File: config.mk
export PLATFORM = sky130hd
export DESIGN_NAME = cga_text_fetch
export DESIGN_NICKNAME = d
export VERILOG_FILES = /design/src/rtl/cga_text_fetch_pkg.sv /design/src/rtl/cga_pixel_shift.sv /design/src/rtl/cga_text_fetch.sv
export SDC_FILE = /design/constraint.sdc
export NUM_CORES = 1
export LEC_CHECK = 0
export BUFFER_PORTS_ARGS = -buffer_cell sky130_fd_sc_hd__clkbuf_2
export CORE_ASPECT_RATIO = 0.5
export CORE_MARGIN = 4
export CORE_UTILIZATION = 55
export CTS_BUF_LIST = sky130_fd_sc_hd__clkbuf_8 sky130_fd_sc_hd__clkbuf_16
export DETAILED_ROUTE_END_ITERATION = 10
export GPL_TIMING_DRIVEN = 0
export PLACE_DENSITY_LB_ADDON = 0.1
export SLEW_MARGIN = 20
export SYNTH_ARGS = -nofsm -noshare
export SYNTH_HDL_FRONTEND = slang
export SYNTH_SLANG_ARGS = --single-unit
File: constraint.sdc
create_clock -name clk -period 3.1 [get_ports clk]
set_clock_uncertainty 0.05 [all_clocks]
set_input_delay 0.465 -clock clk [delete_from_list [all_inputs] [get_ports clk]]
set_output_delay 0.465 -clock clk [all_outputs]
set_load 0.03 [all_outputs]
File: src/rtl/cga_text_fetch_pkg.sv
// Shared definitions for the CGA text-mode fetch path.
package cga_text_fetch_pkg;

    localparam int unsigned VRAM_AW = 15;
    localparam int unsigned TEXT_WA = 13;
    localparam int unsigned FONT_AW = 11;
    localparam int unsigned COLOR_W = 4;

    typedef enum logic [2:0] {
        ST_IDLE,
        ST_CHAR,
        ST_ATTR,
        ST_FONT,
        ST_LATCH
    } fetch_state_t;

    typedef struct packed {
        logic [7:0] glyph;
        logic [7:0] attr;
        logic       cursor;
    } cell_t;

endpackage

File: src/rtl/cga_pixel_shift.sv
// Holding register, 8-pixel shifter and colour/cursor/blink selection.
module cga_pixel_shift
    import cga_text_fetch_pkg::*;
(
    input  logic               clk,
    input  logic               reset_n,
    input  logic               clear,
    input  logic               load,
    input  logic [7:0]         glyph,
    input  logic [7:0]         attr,
    input  logic               cursor,
    input  logic               pix_ce,
    input  logic               de,
    input  logic               blink_en,
    input  logic               blink_phase,
    output logic               hold_full,
    output logic [COLOR_W-1:0] pixel,
    output logic               pix_valid,
    output logic               underrun
);

    cell_t              hold_q;
    logic [7:0]         shift_q;
    logic [3:0]         cnt_q;
    logic [COLOR_W-1:0] fg_q;
    logic [COLOR_W-1:0] bg_q;
    logic               cur_q;
    logic [COLOR_W-1:0] fg;
    logic [COLOR_W-1:0] bg;
    logic               empty;

    // Colours are resolved once per cell, when the shifter loads.
    always_comb begin
        bg = blink_en ? {1'b0, hold_q.attr[6:4]} : hold_q.attr[7:4];
        fg = hold_q.attr[3:0];
        if (blink_en && hold_q.attr[7] && blink_phase) begin
            fg = bg;
        end
    end

    assign empty = (cnt_q == 4'd0);

    // The loading pix_ce already emits the leftmost pixel, so 7 bits remain.
    always_ff @(posedge clk) begin
        if (!reset_n) begin
            hold_q    <= '0;
            hold_full <= 1'b0;
            shift_q   <= '0;
            cnt_q     <= '0;
            fg_q      <= '0;
            bg_q      <= '0;
            cur_q     <= 1'b0;
            pixel     <= '0;
            pix_valid <= 1'b0;
            underrun  <= 1'b0;
        end else if (clear) begin
            hold_full <= 1'b0;
            cnt_q     <= '0;
            underrun  <= 1'b0;
        end else begin
            if (load) begin
                hold_q.glyph  <= glyph;
                hold_q.attr   <= attr;
                hold_q.cursor <= cursor;
                hold_full     <= 1'b1;
            end
            if (pix_ce) begin
                if (!de) begin
                    pixel     <= '0;
                    pix_valid <= 1'b0;
                end else if (!empty) begin
                    pixel     <= (cur_q || shift_q[7]) ? fg_q : bg_q;
                    pix_valid <= 1'b1;
                    shift_q   <= shift_q << 1;
                    cnt_q     <= cnt_q - 4'd1;
                end else if (hold_full) begin
                    pixel     <= (hold_q.cursor || hold_q.glyph[7]) ? fg : bg;
                    pix_valid <= 1'b1;
                    shift_q   <= {hold_q.glyph[6:0], 1'b0};
                    cnt_q     <= 4'd7;
                    fg_q      <= fg;
                    bg_q      <= bg;
                    cur_q     <= hold_q.cursor;
                    hold_full <= 1'b0;
                end else begin
                    pixel     <= '0;
                    pix_valid <= 1'b1;
                    underrun  <= 1'b1;
                end
            end
        end
    end

endmodule

File: src/rtl/cga_text_fetch.sv
// CGA text-mode character/attribute/font fetch feeding the pixel serializer.
module cga_text_fetch
    import cga_text_fetch_pkg::*;
#(
    parameter int unsigned COLS = 80
) (
    input  logic                clk,
    input  logic                reset_n,
    input  logic                pix_ce,
    input  logic                line_start,
    input  logic [TEXT_WA-1:0]  row_addr,
    input  logic [2:0]          scan_line,
    input  logic                de,
    input  logic                blink_en,
    input  logic                blink_phase,
    input  logic [TEXT_WA-1:0]  cursor_addr,
    input  logic                cursor_vis,
    output logic                enb,
    output logic                web,
    output logic [VRAM_AW-1:0]  addrb,
    input  logic [7:0]          doutb,
    output logic [FONT_AW-1:0]  font_addr,
    input  logic [7:0]          font_data,
    output logic [COLOR_W-1:0]  pixel,
    output logic                pix_valid,
    output logic                underrun
);

    localparam int unsigned COL_W = $clog2(COLS + 1);

    fetch_state_t       state_q;
    fetch_state_t       state_d;
    logic [COL_W-1:0]   col_q;
    logic [COL_W-1:0]   col_d;
    logic               armed_q;
    logic [7:0]         attr_q;
    logic               hold_full;
    logic               hold_load;
    logic               hit;
    logic [TEXT_WA-1:0] cell_cur;
    logic [TEXT_WA-1:0] cell_nxt;

    assign web = 1'b0;

    // Next state; line_start overrides everything and discards a partial fetch.
    always_comb begin
        state_d   = state_q;
        col_d     = col_q;
        hold_load = 1'b0;
        case (state_q)
            ST_IDLE: begin
                if (armed_q && (col_q < COL_W'(COLS)) && !hold_full) begin
                    state_d = ST_CHAR;
                end
            end
            ST_CHAR:  state_d = ST_ATTR;
            ST_ATTR:  state_d = ST_FONT;
            ST_FONT:  state_d = ST_LATCH;
            ST_LATCH: begin
                state_d   = ST_IDLE;
                hold_load = 1'b1;
                col_d     = col_q + COL_W'(1);
            end
            default:  state_d = ST_IDLE;
        endcase
        if (line_start) begin
            state_d   = ST_CHAR;
            col_d     = '0;
            hold_load = 1'b0;
        end
        cell_cur = row_addr + TEXT_WA'(col_q);
        cell_nxt = row_addr + TEXT_WA'(col_d);
        hit      = cursor_vis && (cell_cur == cursor_addr);
    end

    // VRAM/font addresses are registered from the upcoming state.
    always_ff @(posedge clk) begin
        if (!reset_n) begin
            state_q   <= ST_IDLE;
            col_q     <= '0;
            armed_q   <= 1'b0;
            attr_q    <= '0;
            enb       <= 1'b0;
            addrb     <= '0;
            font_addr <= '0;
        end else begin
            state_q <= state_d;
            col_q   <= col_d;
            if (line_start) begin
                armed_q <= 1'b1;
            end
            enb <= (state_d == ST_CHAR) || (state_d == ST_ATTR);
            if ((state_d == ST_CHAR) || (state_d == ST_ATTR)) begin
                addrb <= {1'b0, cell_nxt, state_d == ST_ATTR};
            end
            if ((state_q == ST_ATTR) && !line_start) begin
                font_addr <= {doutb, scan_line};
            end
            if (state_q == ST_FONT) begin
                attr_q <= doutb;
            end
        end
    end

    cga_pixel_shift u_shift (
        .clk         (clk),
        .reset_n     (reset_n),
        .clear       (line_start),
        .load        (hold_load),
        .glyph       (font_data),
        .attr        (attr_q),
        .cursor      (hit),
        .pix_ce      (pix_ce),
        .de          (de),
        .blink_en    (blink_en),
        .blink_phase (blink_phase),
        .hold_full   (hold_full),
        .pixel       (pixel),
        .pix_valid   (pix_valid),
        .underrun    (underrun)
    );

endmodule

Yosys cells after proc, flatten, opt, wreduce, memory -nomap -nowiden
Index checks and enable logic that the tools add are counted.
- output and inout bits: 34
- logic and storage cells: 79
- input port bits: 53
- flip-flop bits (word level): 90
- multiplexer cells: 24
- $add $sub $neg: 4
- reductions and logical operators: 20
- bitwise logic cells: 3
- equality and inequality tests: 8
- $lt $le $gt $ge: 1
- operators by type and width (operator ; count):
    4-bit 2-to-1 mux ; 9
    13-bit by 7-bit adder with 13-bit output ; 2
    8-bit 2-to-1 mux ; 2
    7-bit 2-to-1 mux ; 2
    13-bit equality test ; 1
    3-bit case mux with 4 select lines ; 1
    3-bit by 2-bit equality test with 1-bit output, second input constant ; 3
    1-bit 2-to-1 mux ; 8
    4-bit AND reduction ; 2
    7-bit by 1-bit adder with 7-bit output, second input constant ; 1
    7-bit < comparator, second input constant ; 1
    3-bit by 1-bit equality test with 1-bit output, second input constant ; 2
    1-bit logical AND ; 6
    3-bit 2-to-1 mux ; 2
    5-bit AND reduction ; 1
    4-bit zero test ; 1
    2-bit AND reduction ; 2
    4-bit by 1-bit subtractor with 4-bit output, second input constant ; 1
    3-bit equality test, second input constant ; 1
    3-bit zero test ; 1
    1-bit logical OR ; 3
    1-bit inverter ; 3
    3-bit AND reduction ; 1
    1-bit zero test ; 2
    other kinds (2) ; 2

Logic depth before layout (Yosys ltp)
- depth after elaboration: 8
- depth in mapped cells: 13

By module
From an unflattened synthesis, not the netlist that was laid out.
- cells, all modules: 545
- area total of the unflattened synthesis: 4525.6 sq um
- modules (own cells, without submodules) (module ; cells an instance ; instances ; area each (sq um)):
    cga_text_fetch ; 322 ; 1 ; 2617.5
    cga_pixel_shift ; 223 ; 1 ; 1908.1

Worst setup path before layout
Ideal clock, no wire load.
- kind: input port to flip-flop
- from: in line_start
- to: reg addrb[9]
- arrival time: 2711 ps
- stages: 12
- path slack: 253 ps
- buffers on the path: 3
- cells stage by stage: buf_6 clkbuf_1 clkbuf_1 nor2_1 ha_1 fa_1 a21o_1 a21oi_1 o21ba_2 nor3b_1 xnor2_1 a211oi_1
- elaborated cells between the ends (all ways): 6
- classes of those cells: 1 x add/sub; 2 x eq/ne; 2 x mux; 1 x reduce/logical
- RTL lines (element ; RTL line ; source):
    from (decl) ; cga_text_fetch.sv:10 ; input logic line_start,
    7-bit 2-to-1 mux ; cga_text_fetch.sv:66 ; if (line_start) begin
    net col_d[0] ; cga_text_fetch.sv:34 ; logic [COL_W-1:0] col_d;
    13-bit by 7-bit adder with 13-bit output ; cga_text_fetch.sv:72 ; cell_nxt = row_addr + TEXT_WA'(col_d);
    to (signal assigned) ; cga_text_fetch.sv:94 ; addrb <= {1'b0, cell_nxt, state_d == ST_ATTR};
    to (decl) ; cga_text_fetch.sv:20 ; output logic [VRAM_AW-1:0] addrb,
The timed path passes the listed nets, and every way through them passes these cells.
A chain may end at the register's enable or synchronous reset.

Worst setup path after layout
- from: reg state_q[0]
- to: reg addrb[11]
- elaborated cells between the ends (all ways): 14
- classes of those cells: 1 x add/sub; 6 x eq/ne; 5 x mux; 2 x reduce/logical
- RTL lines (element ; RTL line ; source):
    from (decl) ; cga_text_fetch.sv:31 ; fetch_state_t state_q;
    from (signal assigned) ; cga_text_fetch.sv:87 ; state_q <= state_d;
    3-bit equality test ; cga_text_fetch.sv:50 ; case (state_q)
    7-bit 2-to-1 mux ; cga_text_fetch.sv:50 ;
    7-bit 2-to-1 mux ; cga_text_fetch.sv:66 ;
    net col_d[0] ; cga_text_fetch.sv:34 ;
    13-bit by 7-bit adder with 13-bit output ; cga_text_fetch.sv:72 ;
The timed path passes the listed nets, and every way through them passes these cells.

==> metrics <==
result of the run finished clean; total wire length after detailed routing around 11 mm; Final Max Tran Viols 0; post-detailed-route count of antenna-violating nets 0; maximum level of the CTS H-tree 3; maximum single-stage delay on the critical path between 0.4 and 0.5 ns; ratio of routed vias to standard cells 5.46; insertion delay of the later-clocked pin in the worst-skew pair roughly 0.34 ns; most used flip-flop cell after synthesis sky130_fd_sc_hd__dfxtp_1; DRC viols 0; die boundary width between 100 and 150 um; ordered cell list for the critical path buf_2 > nor3b_4 > buf_4 > xnor2_1 > nor2_1 > ha_1 > fa_1 > a21o_1 > a21oi_2 > o21ba_2 > nor3_1 > xnor2_1 > a211oi_1; commonest cells after routing, fill and taps aside 89 x sky130_fd_sc_hd__nand2_1, 88 x sky130_fd_sc_hd__dfxtp_1, 81 x sky130_fd_sc_hd__clkbuf_2, 64 x sky130_fd_sc_hd__nor2_1, 46 x sky130_fd_sc_hd__a21oi_1; detailed router's first-iteration violation count ~220; PwrDens about 470 nW/um2; sort of element at the end of the critical path register; Synth Warn # 0; count of port buffers added during placement 80; clock tree from TritonCTS built; number of synthesized flops with an enable pin 0; max-cap violations 0; initial antenna violation count 0; worst setup path class reg2reg; maximum buffer depth of the clock tree 2; Critical Path Source Type register; met1 capacity usage during global routing 0.302; unrepaired setup endpoints after global routing false; maximum vdd ir drop about 0.3 mV; DRT Pass-1 Iters 5; Worst path slowest cell sky130_fd_sc_hd__fa_1; vias after detailed routing ~4.0k; worst setup slack for register-to-register paths about 0.23 ns; share of flip-flops with an asynchronous set or reset 0; Worst EP arrival between 3 and 4 ns; top-area cell type share of the netlist area 0.401; cell area after placement approximately 5000 um2; clock period minus worst slack approximately 2.9 ns; Critical R2R Launch state_q[0]; min setup slack post-route between 0.2 and 0.25 ns; routed length per placed instance 14.5 um; required time at the worst-slack endpoint between 3 and 4 ns; total half-perimeter wirelength after legalization and detailed placement roughly 8.1 mm; share of final-layout standard cells stronger than drive strength 1 0.190; register area share after synthesis 0.401; worst hold path type in2reg; vias in the first global route around 3.7k; Slew @ Worst Pin ~0.73 ns; final setup fails 0; number of I/O pins 87; largest area contributor in the netlist sky130_fd_sc_hd__dfxtp_1; peak-usage layer in the global routing report met2; met2 Track Usage GR 0.365; vertical extent of the die slightly above 70 um; Synth-to-Final Area Change 19.5%; core footprint about 7600 um2; setup TNS after final layout 0 ns; critical path capture point addrb[11]; Final GP Congestion between 0.8 and 0.9; remaining global-route overflow 0; capture instance of the worst register-to-register path addrb[11]; R2R cell count 13; Hold Startpoint scan_line[1]; most common cell after layout, fill and taps aside sky130_fd_sc_hd__nand2_1; number of clock buffers inserted by TritonCTS 9; number of hold-repair buffers added at the cts stage 0; combined global-route utilization of all metal layers 0.226; maximum number of pins on one net before global-route repair 14; fmax 349 MHz; number of storage elements in the synthesis netlist between 80 and 90; netlist area before placement 4440 um2; Final Cycle Share 0.925; global-route wire length before repair 17.4 mm; Num Clock Sinks just under 90; die area 9670 um2; Clock Tree Root sky130_fd_sc_hd__clkbuf_16; Cell variety after synth 57; post-layout net count a little under 700; Clock transition at path regs ~0.06 ns; met3 track demand over resource in global routing 0.0596; FP Rows 22; biggest fanout along the worst timing path 9; Initial Utilization 0.587; Layout Cell Area excl Fill ~5300 um2; most frequent CP cell sky130_fd_sc_hd__xnor2_1; max_slew headroom 0.512; worst slack at placement -0.257 ns; launch point of the critical path state_q[0]; top area cells in the synthesized netlist sky130_fd_sc_hd__dfxtp_1 40%, sky130_fd_sc_hd__nand2_1 7.5%, sky130_fd_sc_hd__mux2i_1 5.9%; number of endpoints with negative hold slack in the final report 0; average cell area after synthesis approximately 8.4 um2; # diodes 0; leakage dissipation 2.25 nW; Post-Synthesis Cells 530
==> per-layer routing <==
metal  wire length [um]  vias to the layer above
met2               4730                      123
li1                   -                     2031
met4                150                        0
met1               5120                     1861
met5                  0                        -
met3                686                       15
==> cells in the mapped netlist, types with 6 or more instances <==
library cell               number
sky130_fd_sc_hd__nor2_1        64
sky130_fd_sc_hd__dfxtp_1       89
sky130_fd_sc_hd__a211oi_1       9
sky130_fd_sc_hd__a21oi_1       48
sky130_fd_sc_hd__xor2_1        13
sky130_fd_sc_hd__mux2i_1       26
sky130_fd_sc_hd__o21ai_0       14
sky130_fd_sc_hd__clkbuf_1      21
sky130_fd_sc_hd__nor3_1        10
sky130_fd_sc_hd__ha_1          16
sky130_fd_sc_hd__inv_1          6
sky130_fd_sc_hd__nand3_1       11
sky130_fd_sc_hd__xnor2_1       20
sky130_fd_sc_hd__nand4_1        7
sky130_fd_sc_hd__a311oi_1       6
sky130_fd_sc_hd__nand2_1       89
==> worst max-delay path: cells and delay by family (launching register included) <==
| family | cells | cell delay [ns] |
|---|---|---|
| AO/OA/AOI/OAI | 4 | 0.82 |
| XOR/XNOR | 2 | 0.27 |
| adder cells (fa/ha/maj) | 2 | 0.62 |
| buffers and inverters | 2 | 0.33 |
| flip-flops | 1 | 0.29 |
| AND/OR/NAND/NOR | 3 | 0.38 |
==> state kept, by name, indices dropped and copies added, names as in the netlist <==
signal             count
u_shift.bg_q           4
u_shift.hold_full      1
u_shift.pix_valid      1
armed_q                1
col_q                  7
u_shift.cnt_q          4
u_shift.fg_q           4
attr_q                 8
u_shift.cur_q          1
u_shift.shift_q        7
u_shift.underrun       1
u_shift.pixel          4
font_addr             11
addrb                 14
u_shift.hold_q        17
enb                    1
state_q                3
==> cell type report <==
class / instances / area (um2)
Multi-Input combinational cell: 405 / 2500
Fill cell: 661 / 2260
Sequential cell: 89 / 1780
Timing Repair Buffer: 83 / 423
Clock buffer: 10 / 239
Buffer: 30 / 148
Tap cell: 108 / 135
Clock inverter: 6 / 51.3
Inverter: 7 / 26.3
==> timing repair <==
item | CTS | global route
setup buffers | 2 | 1
resized for setup | 1 | 5
endpoints found under the setup margin | 5 | 7
==> worst min path at each step <==
stage                        end  slack, ns  cells past startpoint
2_1_floorplan  u_shift.hold_q[1]       0.38                      2
3_3_place_gp   u_shift.hold_q[8]       0.39                      2
3_5_place_dp   u_shift.hold_q[7]       0.40                      2
4_1_cts             font_addr[1]       0.28                      3
5_1_grt             font_addr[2]       0.29                      3
6_report            font_addr[1]       0.29                      3
==> metrics by stage <==
stage                     total power, mW  hold slack [ns]  instances  utilization
after CTS                            2.53            0.281        737        0.699
after global routing                 2.61            0.287        738        0.701
final                                2.52            0.291        738        0.701
after global placement               1.47            0.391        719        0.658
after floorplan                      1.38            0.382        531            -
after detailed placement             1.48            0.395        719        0.658
==> cells by family after synthesis <==
| kind of cell | after synthesis | synth area share |
|---|---|---|
| adders and majority gates | 18 | 0.0541 |
| other | 1 | 0.000844 |
| xor gates and xnor gates | 34 | 0.0704 |
| DFF | 89 | 0.401 |
| muxes | 28 | 0.0637 |
| buffers and inverters | 37 | 0.0389 |
| and+or+nand+nor | 215 | 0.221 |
| AOI/OAI and AO/OA | 108 | 0.150 |
==> power by group <==
group	internal [mW]	switching, mW	leakage (nW)
registers	1.17	0.0118	0.722
clock network	0.634	0.427	0.156
logic	0.102	0.172	1.37
(Power assumes the default switching activity.)
